<file path="src/rtl/seq_det_pkg.sv">
// Shared types, default sizes and the pattern-length clamp for the serial sequence detector.
package seq_det_pkg;

    localparam int unsigned PAT_W_DEF = 8;
    localparam int unsigned CNT_W_DEF = 16;

    typedef enum logic [1:0] {
        EMPTY   = 2'd0,
        FILLING = 2'd1,
        ARMED   = 2'd2
    } seq_det_state_t;

    // Out-of-range lengths fold onto the nearest legal value: 0 -> 1, >max -> max.
    function automatic int unsigned clamp_len(input int unsigned len, input int unsigned max_len);
        if (len == 0) begin
            return 1;
        end else if (len > max_len) begin
            return max_len;
        end else begin
            return len;
        end
    endfunction

endpackage

</file>
<file path="src/rtl/seq_det_hist.sv">
// History shift register, fill counter and EMPTY/FILLING/ARMED tracking for seq_det_param.
module seq_det_hist
    import seq_det_pkg::*;
#(
    parameter int unsigned PAT_W = PAT_W_DEF,
    parameter int unsigned LEN_W = $clog2(PAT_W + 1)
) (
    input  logic                 clk,
    input  logic                 rst,
    input  logic                 i_valid,
    input  logic                 i_x,
    input  logic                 i_flush,
    input  logic                 i_clr_match,
    input  logic [LEN_W-1:0]     i_len,
    output logic [LEN_W-1:0]     o_fill,
    output logic [PAT_W-1:0]     o_hist_nxt,
    output logic [LEN_W-1:0]     o_fill_nxt,
    output seq_det_state_t       o_state
);

    logic [PAT_W-1:0] r_hist;
    logic [LEN_W-1:0] r_fill;
    seq_det_state_t   r_state;

    logic [PAT_W-1:0] w_hist_nxt;
    logic [LEN_W-1:0] w_fill_nxt;

    assign w_hist_nxt = {r_hist[PAT_W-2:0], i_x};
    assign w_fill_nxt = (r_fill == LEN_W'(PAT_W)) ? r_fill : r_fill + LEN_W'(1);

    // Flush wins over everything; a non-overlapping match restarts collection from scratch.
    always_ff @(posedge clk or negedge rst) begin
        if (!rst) begin
            r_hist  <= '0;
            r_fill  <= '0;
            r_state <= EMPTY;
        end else if (i_flush) begin
            r_hist  <= '0;
            r_fill  <= '0;
            r_state <= EMPTY;
        end else if (i_valid) begin
            if (i_clr_match) begin
                r_hist  <= '0;
                r_fill  <= '0;
                r_state <= EMPTY;
            end else begin
                r_hist  <= w_hist_nxt;
                r_fill  <= w_fill_nxt;
                r_state <= (w_fill_nxt >= i_len) ? ARMED : FILLING;
            end
        end
    end

    assign o_fill     = r_fill;
    assign o_hist_nxt = w_hist_nxt;
    assign o_fill_nxt = w_fill_nxt;
    assign o_state    = r_state;

endmodule

</file>
<file path="src/rtl/seq_det_param.sv">
// Runtime-programmable serial pattern detector with registered Mealy match pulse.
// Define SEQ_DET_MATCH_CNT_EN to build the saturating match counter; otherwise match_cnt is tied to 0.
module seq_det_param
    import seq_det_pkg::*;
#(
    parameter int unsigned PAT_W = PAT_W_DEF,
    parameter int unsigned LEN_W = $clog2(PAT_W + 1),
    parameter int unsigned CNT_W = CNT_W_DEF
) (
    input  logic             clk,
    input  logic             rst,
    input  logic             in_valid,
    input  logic             x,
    input  logic             cfg_load,
    input  logic [PAT_W-1:0] cfg_pat,
    input  logic [LEN_W-1:0] cfg_len,
    input  logic             cfg_overlap,
    output logic             y,
    output logic [LEN_W-1:0] fill,
    output logic [CNT_W-1:0] match_cnt
);

    logic [PAT_W-1:0] r_pat;
    logic [LEN_W-1:0] r_len;
    logic             r_overlap;
    logic             r_y;

    logic [LEN_W-1:0] w_len_clamped;
    logic [PAT_W-1:0] w_hist_nxt;
    logic [LEN_W-1:0] w_fill_nxt;
    logic [PAT_W-1:0] w_mask;
    seq_det_state_t   w_state;
    logic             w_len_ok;
    logic             w_bits_eq;
    logic             w_match;

    assign w_len_clamped = LEN_W'(clamp_len(32'(cfg_len), PAT_W));

    always_ff @(posedge clk or negedge rst) begin
        if (!rst) begin
            r_pat     <= '0;
            r_len     <= LEN_W'(PAT_W);
            r_overlap <= 1'b1;
        end else if (cfg_load) begin
            r_pat     <= cfg_pat;
            r_len     <= w_len_clamped;
            r_overlap <= cfg_overlap;
        end
    end

    seq_det_hist #(
        .PAT_W (PAT_W),
        .LEN_W (LEN_W)
    ) u_hist (
        .clk         (clk),
        .rst         (rst),
        .i_valid     (in_valid),
        .i_x         (x),
        .i_flush     (cfg_load),
        .i_clr_match (w_match & ~r_overlap),
        .i_len       (r_len),
        .o_fill      (fill),
        .o_hist_nxt  (w_hist_nxt),
        .o_fill_nxt  (w_fill_nxt),
        .o_state     (w_state)
    );

    // Only the low len bits of the candidate history take part in the compare.
    always_comb begin
        w_mask = '0;
        for (int unsigned i = 0; i < PAT_W; i++) begin
            w_mask[i] = (i < 32'(r_len));
        end
    end

    assign w_bits_eq = (((w_hist_nxt ^ r_pat) & w_mask) == '0);
    assign w_len_ok  = (w_state == ARMED) || (w_fill_nxt >= r_len);
    assign w_match   = !cfg_load && in_valid && w_len_ok && w_bits_eq;

    always_ff @(posedge clk or negedge rst) begin
        if (!rst) begin
            r_y <= 1'b0;
        end else begin
            r_y <= w_match;
        end
    end

    assign y = r_y;

`ifdef SEQ_DET_MATCH_CNT_EN
    logic [CNT_W-1:0] r_cnt;

    always_ff @(posedge clk or negedge rst) begin
        if (!rst) begin
            r_cnt <= '0;
        end else if (w_match && (r_cnt != {CNT_W{1'b1}})) begin
            r_cnt <= r_cnt + CNT_W'(1);
        end
    end

    assign match_cnt = r_cnt;
`else
    assign match_cnt = '0;
`endif

endmodule

</file>
<file path="config.mk">
export PLATFORM = sky130hd
export DESIGN_NAME = seq_det_param
export DESIGN_NICKNAME = d
export VERILOG_FILES = /design/src/rtl/seq_det_pkg.sv /design/src/rtl/seq_det_hist.sv /design/src/rtl/seq_det_param.sv
export SDC_FILE = /design/constraint.sdc
export NUM_CORES = 1
export LEC_CHECK = 0
export ABC_AREA = 1
export BUFFER_PORTS_ARGS = -buffer_cell sky130_fd_sc_hd__buf_2
export CORE_UTILIZATION = 58
export DETAILED_ROUTE_END_ITERATION = 10
export PLACE_DENSITY = 0.9
export SYNTH_ARGS = -nofsm -noshare
export SYNTH_HDL_FRONTEND = slang
export SYNTH_HIERARCHICAL = 1
export SYNTH_SLANG_ARGS = --single-unit
</file>
<file path="constraint.sdc">
create_clock -name clk -period 3.6 [get_ports clk]
set_input_delay 0.54 -clock clk [delete_from_list [all_inputs] [get_ports clk]]
set_output_delay 0.54 -clock clk [all_outputs]
set_load 0.01 [all_outputs]
</file>
==> run_summary.xml, run 1 <==
<?xml version="1.0" encoding="UTF-8"?>
<metrics>
  <group name="status">
    <metric name="outcome" unit="">finished with violations</metric>
    <metric name="violated_checks" unit="">design-rule violations</metric>
  </group>
  <group name="timing">
    <metric name="timing.final.max_slew_violations" unit="">0</metric>
    <metric name="finalSetupTns" unit="ns">0</metric>
    <metric name="worst-slew-pin-transition" unit="ns">0.593</metric>
    <metric name="report.final.setup_viol" unit="">0</metric>
    <metric name="period_share" unit="%">68.5</metric>
    <metric name="timing_hold_violations_final" unit="">0</metric>
    <metric name="setup_repair_after_global_routing_missed_its_margin" unit="">false</metric>
    <metric name="timing.slew.headroom" unit="%">60.5</metric>
    <metric name="period_minus_slack" unit="ns">2.46</metric>
    <metric name="maxClockFrequency" unit="MHz">406</metric>
    <metric name="clock_skew" unit="ns">0.0146</metric>
  </group>
  <group name="synthesis">
    <metric name="yosys_warnings" unit="">6</metric>
    <metric name="synth.avg_cell_area" unit="um^2">7.33</metric>
    <metric name="ff_latch_count_synth" unit="">27</metric>
    <metric name="synth_largest_area_cell" unit="">dfrtp_1</metric>
    <metric name="synth_unique_cells" unit="">26</metric>
    <metric name="netlist_area_before_placement" unit="mm^2">0.00174</metric>
    <metric name="netlist.area_leader.share" unit="%">35.9</metric>
    <metric name="synthesis.instances" unit="">238</metric>
    <metric name="synth_area_leaders" unit="">dfrtp_1, nand2_1, inv_1</metric>
    <metric name="synth_seq_area_share" unit="%">38.9</metric>
  </group>
  <group name="setup_path">
    <metric name="timing.critical_path.to_type" unit="">flip-flop</metric>
    <metric name="crit_arrival" unit="ns">2.72</metric>
    <metric name="critical_path.reg2reg.endpoint" unit="">u_hist/r_hist[1]</metric>
    <metric name="worstReg2RegStart" unit="">u_hist/o_fill[0]</metric>
    <metric name="worst-r2r-cell-count" unit="">19</metric>
    <metric name="worst_ep_required_time" unit="ns">3.86</metric>
    <metric name="worst-path-max-fanout" unit="">8</metric>
    <metric name="critPathLaunchType" unit="">flip-flop</metric>
    <metric name="path_class" unit="">reg -&gt; reg</metric>
    <metric name="regToRegSetupSlack" unit="ns">1.14</metric>
  </group>
  <group name="routing">
    <metric name="via_per_inst" unit="">4.96</metric>
    <metric name="route.vias.total" unit="">1443</metric>
    <metric name="drt-pass1-iter-count" unit="">7</metric>
    <metric name="drt-wirelength-per-cell" unit="um">11.0</metric>
    <metric name="route.final.wire_length" unit="um">3200</metric>
    <metric name="drcViolationCount" unit="">9</metric>
    <metric name="final_antenna_net_count" unit="">0</metric>
    <metric name="iteration_0_drc_markers" unit="">33</metric>
  </group>
  <group name="placement">
    <metric name="place.port_buffers" unit="">22</metric>
    <metric name="dp_hpwl" unit="um">2490</metric>
    <metric name="place_congestion" unit="">0.836</metric>
    <metric name="dpl-instance-area" unit="mm^2">0.00181</metric>
  </group>
  <group name="clock_tree">
    <metric name="cts.repair.resized" unit="">0</metric>
    <metric name="max-clock-path-buffers" unit="">2</metric>
    <metric name="postCtsSetupRepairBufs" unit="">0</metric>
    <metric name="cts_hold_buffers" unit="">0</metric>
    <metric name="clock_buffer_count_from_cts" unit="">3</metric>
    <metric name="clock_sink_count" unit="">27</metric>
    <metric name="worstSkewPairLatency" unit="ns">0.34</metric>
    <metric name="clock-root-buffer" unit="">clkbuf_4</metric>
    <metric name="htreeDepth" unit="">1</metric>
    <metric name="worst_setup_hold_path_clk_slew" unit="ns">0.16</metric>
    <metric name="clock_tree_from_tritoncts" unit="">yes</metric>
  </group>
  <group name="layout">
    <metric name="layout.core_utilization" unit="%">65.5</metric>
    <metric name="antenna_cells" unit="">0</metric>
    <metric name="postLayoutCellArea" unit="mm^2">0.00184</metric>
    <metric name="area_delta_synth_final" unit="%">5.31</metric>
    <metric name="area_of_combinational_cells_with_multiple_inputs" unit="um^2">786</metric>
    <metric name="layout.area.seq" unit="um^2">678</metric>
    <metric name="design.final.nets" unit="">289</metric>
    <metric name="drive_gt1_share" unit="%">15.0</metric>
    <metric name="fillerInstances" unit="">259</metric>
  </group>
  <group name="die">
    <metric name="io-pin-count" unit="">39</metric>
    <metric name="floorplan.die.width" unit="um">56.8</metric>
    <metric name="die_h" unit="um">56.8</metric>
    <metric name="placeableCoreArea" unit="mm^2">0.00281</metric>
    <metric name="die_area" unit="mm^2">0.00323</metric>
    <metric name="initial_core_util" unit="%">62.2</metric>
    <metric name="placementRows" unit="">19</metric>
  </group>
  <group name="global_routing">
    <metric name="grt_first_pass_wirelength" unit="um">5520</metric>
    <metric name="pin_count_of_the_biggest_net_entering_global_routing" unit="">28</metric>
    <metric name="antenna_violations_before_repair" unit="">0</metric>
    <metric name="grt-ovfl-total" unit="">0</metric>
    <metric name="gr-usage-all-layers" unit="%">22.5</metric>
    <metric name="first_global_vias" unit="">1280</metric>
  </group>
  <group name="power_and_ir_drop">
    <metric name="leakage" unit="nW">1.08</metric>
    <metric name="total_power" unit="mW">0.617</metric>
    <metric name="ir_worst_vdd" unit="V">0.000241</metric>
    <metric name="power_density" unit="mW/mm^2">336</metric>
  </group>
  <group name="worst_hold_path">
    <metric name="class_of_the_most_critical_hold_timing_path" unit="">in -&gt; async</metric>
  </group>
  <group name="run">
    <metric name="cap_violations" unit="">0</metric>
  </group>
</metrics>
Yosys cell counts:
library cell / instances
nor3_2: 1
o22ai_2: 1
ha_1: 10
nand2_2: 1
nor2_2: 2
o21bai_1: 1
nand2_1: 80
dfrtp_1: 25
xor2_1: 1
nand3_1: 7
buf_2: 1
buf_6: 1
inv_2: 2
o21ai_2: 2
nor3_4: 1
dfstp_2: 2
inv_6: 1
inv_1: 47
a21o_1: 1
nand4_1: 3
a21oi_1: 3
o22ai_1: 7
o21ai_0: 11
nor2_1: 9
conb_1: 1
buf_4: 17
metrics by stage:
step	std cells	hold WS, ns	setup slack [ns]
after detailed placement	287	0.469	1.21
after CTS	291	0.188	1.17
after floorplan	253	0.244	1.43
after global routing	291	0.177	0.860
final	291	0.173	1.14
after global placement	287	0.466	1.36
cells by family (layout without fill, tap and decap cells):
kind of cell	after synthesis	count (layout)	synth area share, %
simple gates	104	104	24.8
buf+inv	69	76	19.3
flops	27	27	38.9
compound gates	26	26	9.11
fa+ha+maj	10	10	7.17
other cells	1	16	0.215
xor+xnor	1	1	0.502
power by group:
| part | internal, mW | switching [mW] |
|---|---|---|
| Combinational | 0.0478 | 0.0867 |
| Sequential | 0.324 | 0.0168 |
| Clock | 0.0454 | 0.0967 |
metal layers:
metal	up-vias	wire [um]	global-route usage (%)
met1	655	1490	29.3
met2	41	1540	38.8
met5	-	0	0
met3	4	115	2.07
met4	0	51	8.71
li1	743	-	-
cells in the final DEF, fill, tap and decap left out, drive strengths merged:
| master | n |
|---|---|
| o22ai | 8 |
| a21oi | 3 |
| o21ai | 13 |
| nand4 | 3 |
| o21bai | 1 |
| a21o | 1 |
| dfstp | 2 |
| buf | 22 |
| xor2 | 1 |
| nor3 | 2 |
| inv | 51 |
| nor2 | 11 |
| dfrtp | 25 |
| nand2 | 81 |
| nand3 | 7 |
| clkbuf | 3 |
| ha | 10 |
| conb | 16 |
cell type report:
type	instances	area share, %
multi-input combinational	157	42.8
sequential	27	36.9
inverter	50	10.5
timing repair buffer	22	5.99
tap	31	2.11
clock buffer	3	1.23
clock inverter	1	0.477
registers in the layout, indices dropped and copies added, names as in the netlist:
signal / cells
y: 1
u_hist/r_hist: 7
r_pat: 8
u_hist/o_fill: 4
u_hist/o_state: 2
r_len: 4
r_overlap: 1
critical path, stage by stage (launching register included):
cell and delay, ns:
dfrtp_1 0.45, inv_1 0.11, ha_1 0.17, nand2_1 0.07
nand2_1 0.08, nand2_1 0.07, inv_1 0.05, inv_1 0.03
ha_1 0.26, inv_1 0.07, nand2_1 0.06, nand2_1 0.06
nand2_1 0.04, nand2_1 0.05, nand2_1 0.04, nand2_1 0.09
nor3_2 0.07, nor3_4 0.27, inv_2 0.14, o22ai_1 0.20
worst max-delay path by stage:
| stage | startpoint | to | slack (ns) | cells past startpoint |
|---|---|---|---|---|
| 2_1_floorplan | u_hist/o_fill[0] | u_hist/o_fill[2] | 1.43 | 19 |
| 3_3_place_gp | u_hist/o_fill[0] | u_hist/r_hist[1] | 1.36 | 19 |
| 3_5_place_dp | u_hist/o_fill[0] | u_hist/r_hist[1] | 1.21 | 19 |
| 4_1_cts | u_hist/o_fill[0] | u_hist/r_hist[1] | 1.17 | 19 |
| 5_1_grt | u_hist/o_fill[0] | u_hist/r_hist[1] | 0.86 | 19 |
| 6_report | u_hist/o_fill[0] | u_hist/r_hist[1] | 1.14 | 19 |
Power figures use the tool's default switching activity.
==> run 2: changes to the inputs <==
--- a/config.mk
+++ b/config.mk
@@ -7,9 +7,9 @@
 export LEC_CHECK = 0
 export ABC_AREA = 1
 export BUFFER_PORTS_ARGS = -buffer_cell sky130_fd_sc_hd__buf_2
-export CORE_UTILIZATION = 58
+export CORE_UTILIZATION = 49
 export DETAILED_ROUTE_END_ITERATION = 10
-export PLACE_DENSITY = 0.9
+export PLACE_DENSITY = 0.81
 export SYNTH_ARGS = -nofsm -noshare
 export SYNTH_HDL_FRONTEND = slang
 export SYNTH_HIERARCHICAL = 1
==> constraint.sdc (replaced) <==
create_clock -name clk -period 2.2 [get_ports clk]
set_input_delay 0.33 -clock clk [delete_from_list [all_inputs] [get_ports clk]]
set_output_delay 0.33 -clock clk [all_outputs]
set_load 0.01 [all_outputs]
==> run 2 against run 1 <==
- the flow finishes with violations (negative setup slack)
- hold slack worse by 0.0068 ns
- clock skew fell by 0.0086 ns
- sequential share of layout area down 5.0 points
- total power increased by 75%
- combinational power rose by 110%
- global-route usage shrank 2.3 points
- via count is 3.3% higher
- count of clock-buffer cells in the layout stayed put
- cell area up 16%
- maximum frequency is 7.7% higher
- critical path depth shrank 5
- die area is 18% higher
- critical path type unchanged
==> run_summary.xml, run 2 (same netlist as run 1, synthesis figures left out) <==
<?xml version="1.0" encoding="UTF-8"?>
<metrics>
  <group name="timing">
    <metric name="timing.slew.headroom" unit="%">59.7</metric>
    <metric name="post-route-worst-setup-slack" unit="ns">-0.0890</metric>
    <metric name="period_minus_slack" unit="ns">2.29</metric>
    <metric name="timing_hold_violations_final" unit="">0</metric>
    <metric name="period_share" unit="%">104</metric>
    <metric name="setup_repair_after_global_routing_missed_its_margin" unit="">true</metric>
    <metric name="maxClockFrequency" unit="MHz">437</metric>
    <metric name="finalHoldWorstSlack" unit="ns">0.166</metric>
    <metric name="report.final.setup_viol" unit="">12</metric>
    <metric name="worst-slew-pin-transition" unit="ns">0.605</metric>
    <metric name="timing.final.max_slew_violations" unit="">0</metric>
    <metric name="clock_skew" unit="ns">0.00601</metric>
  </group>
  <group name="global_routing">
    <metric name="gr-usage-all-layers" unit="%">20.2</metric>
    <metric name="grt-ovfl-total" unit="">0</metric>
    <metric name="grt_first_pass_wirelength" unit="um">5470</metric>
    <metric name="first_global_vias" unit="">1283</metric>
    <metric name="antenna_violations_before_repair" unit="">0</metric>
    <metric name="pin_count_of_the_biggest_net_entering_global_routing" unit="">28</metric>
  </group>
  <group name="setup_path">
    <metric name="worst-r2r-cell-count" unit="">14</metric>
    <metric name="crit_arrival" unit="ns">2.57</metric>
    <metric name="cp_num_buf_inv" unit="">3</metric>
    <metric name="worstSetupEndpoint" unit="">u_hist/r_hist[4]</metric>
    <metric name="critPathLaunchType" unit="">flip-flop</metric>
    <metric name="critical_path.cell_chain" unit="">ha_1 &gt; xor2_1 &gt; nand2_1 &gt; inv_1 &gt; ha_1 &gt; a21o_1 &gt; nor2_1 &gt; nand2_1 &gt; nand2_2 &gt; nor3_4 &gt; nor3_4 &gt; buf_6 &gt; clkinv_8 &gt; o22ai_2</metric>
    <metric name="critical_path.reg2reg.endpoint" unit="">u_hist/r_hist[4]</metric>
    <metric name="timing.critical_path.to_type" unit="">flip-flop</metric>
    <metric name="timing.critical_path.slowest_cell_delay" unit="ns">0.45</metric>
    <metric name="worst_path_dominant_cell_family" unit="">simple AND/OR/NAND/NOR gates</metric>
    <metric name="crit_cells" unit="">14</metric>
    <metric name="critical-path-slowest-cell" unit="">dfrtp_1</metric>
    <metric name="worst_ep_required_time" unit="ns">2.48</metric>
    <metric name="path_class" unit="">reg -&gt; reg</metric>
    <metric name="worst-path-max-fanout" unit="">8</metric>
    <metric name="setup.worst_path.start" unit="">u_hist/o_fill[0]</metric>
    <metric name="regToRegSetupSlack" unit="ns">-0.09</metric>
    <metric name="worstReg2RegStart" unit="">u_hist/o_fill[0]</metric>
  </group>
  <group name="die">
    <metric name="die_area" unit="mm^2">0.00380</metric>
    <metric name="floorplan.die.width" unit="um">61.7</metric>
    <metric name="die_h" unit="um">61.7</metric>
    <metric name="placeableCoreArea" unit="mm^2">0.00336</metric>
    <metric name="placementRows" unit="">21</metric>
    <metric name="io-pin-count" unit="">39</metric>
    <metric name="initial_core_util" unit="%">51.9</metric>
  </group>
  <group name="layout">
    <metric name="drive_gt1_share" unit="%">27.9</metric>
    <metric name="instances_no_fill" unit="">322</metric>
    <metric name="layout_common_cells" unit="">nand2_1, inv_1, dfrtp_1</metric>
    <metric name="area_delta_synth_final" unit="%">22.0</metric>
    <metric name="antenna_cells" unit="">0</metric>
    <metric name="largest_registers" unit="">r_pat: 8 flops, u_hist/r_hist: 7 flops</metric>
    <metric name="most_common_cell_after_layout_fill_and_taps_aside" unit="">nand2_1</metric>
    <metric name="regMostFlops" unit="">r_pat</metric>
    <metric name="design.final.nets" unit="">305</metric>
    <metric name="flip_flop_count_of_the_largest_register_after_layout" unit="">8</metric>
  </group>
  <group name="clock_tree">
    <metric name="clock_tree_from_tritoncts" unit="">yes</metric>
    <metric name="clock_buffer_count_from_cts" unit="">3</metric>
    <metric name="clock_sink_count" unit="">27</metric>
    <metric name="clock-root-buffer" unit="">clkbuf_4</metric>
    <metric name="worstSkewPairLatency" unit="ns">0.34</metric>
    <metric name="worst_setup_hold_path_clk_slew" unit="ns">0.16</metric>
    <metric name="htreeDepth" unit="">1</metric>
    <metric name="max-clock-path-buffers" unit="">2</metric>
  </group>
  <group name="routing">
    <metric name="route.final.wire_length" unit="um">3540</metric>
    <metric name="drt-pass1-iter-count" unit="">4</metric>
    <metric name="final_antenna_net_count" unit="">0</metric>
    <metric name="drt-wirelength-per-cell" unit="um">11.0</metric>
    <metric name="route.vias.total" unit="">1490</metric>
    <metric name="via_per_inst" unit="">4.63</metric>
    <metric name="drcViolationCount" unit="">0</metric>
    <metric name="iteration_0_drc_markers" unit="">65</metric>
  </group>
  <group name="status">
    <metric name="outcome" unit="">finished with violations</metric>
    <metric name="violated_checks" unit="">negative setup slack</metric>
  </group>
  <group name="placement">
    <metric name="dp_hpwl" unit="um">2470</metric>
    <metric name="dpl.cell_count" unit="">307</metric>
    <metric name="place.port_buffers" unit="">22</metric>
    <metric name="place_congestion" unit="">0.861</metric>
  </group>
  <group name="power_and_ir_drop">
    <metric name="power_density" unit="mW/mm^2">509</metric>
    <metric name="leakage" unit="nW">1.17</metric>
    <metric name="ir_worst_vdd" unit="V">0.000279</metric>
    <metric name="total_power" unit="mW">1.08</metric>
  </group>
  <group name="worst_hold_path">
    <metric name="class_of_the_most_critical_hold_timing_path" unit="">in -&gt; reg</metric>
  </group>
  <group name="run">
    <metric name="cap_violations" unit="">0</metric>
  </group>
</metrics>
## run 2: area by class of cell
type / instances / area [um^2]
Sequential cell: 27 / 678
Tap cell: 46 / 57.6
Inverter: 50 / 205
Multi-Input combinational cell: 157 / 920
Fill cell: 308 / 1240
Clock inverter: 1 / 7.51
Clock buffer: 3 / 22.5
Timing Repair Buffer: 38 / 236
## run 2: through the flow
step	worst slack (ns)	area [um^2]	utilization (%)	setup TNS [ns]
finish	-0.0890	2130	63.2	-0.836
global route	-0.229	2130	63.2	-2.56
CTS	-0.0278	2000	59.3	-0.101
detailed placement	-0.112	1860	55.4	-0.730
global placement	0.0148	1860	55.4	0
floorplan	0.0312	1800	-	0
## run 2: worst min-delay path, delay by kind of cell
family                 cells  cell delay, ns
buffers and inverters      1            0.07
and+or+nand+nor            2            0.09
## run 2: power by group
group	total (mW)	internal, mW	switching, mW
logic	0.290	0.120	0.169
clock network	0.235	0.0699	0.165
registers	0.558	0.530	0.0284
## run 2: worst min path at each step
stage                       end       start  cells after the start
2_1_floorplan          r_len[0]         rst                      0
3_3_place_gp   u_hist/o_fill[0]         rst                      1
3_5_place_dp   u_hist/o_fill[1]         rst                      1
4_1_cts                r_pat[7]  cfg_pat[7]                      3
5_1_grt                r_pat[7]  cfg_pat[7]                      3
6_report               r_pat[7]  cfg_pat[7]                      3
## run 2: what timing repair did
action / 4_1_cts / 5_1_grt
hold endpoints to repair: 25 / 0
hold buffers: 1 / 0
endpoints found under the setup margin: 12 / 13
pin swaps: 11 / 18
buffers inserted: 7 / 3
gates resized for setup: 11 / 27
## run 2: routing by layer
metal	vias to the layer above	track usage [%]	wire length [um]
li1	766	-	-
met4	0	7.62	70
met1	670	27.9	1720
met2	47	32.4	1620
met3	7	2.52	133
met5	-	0	0
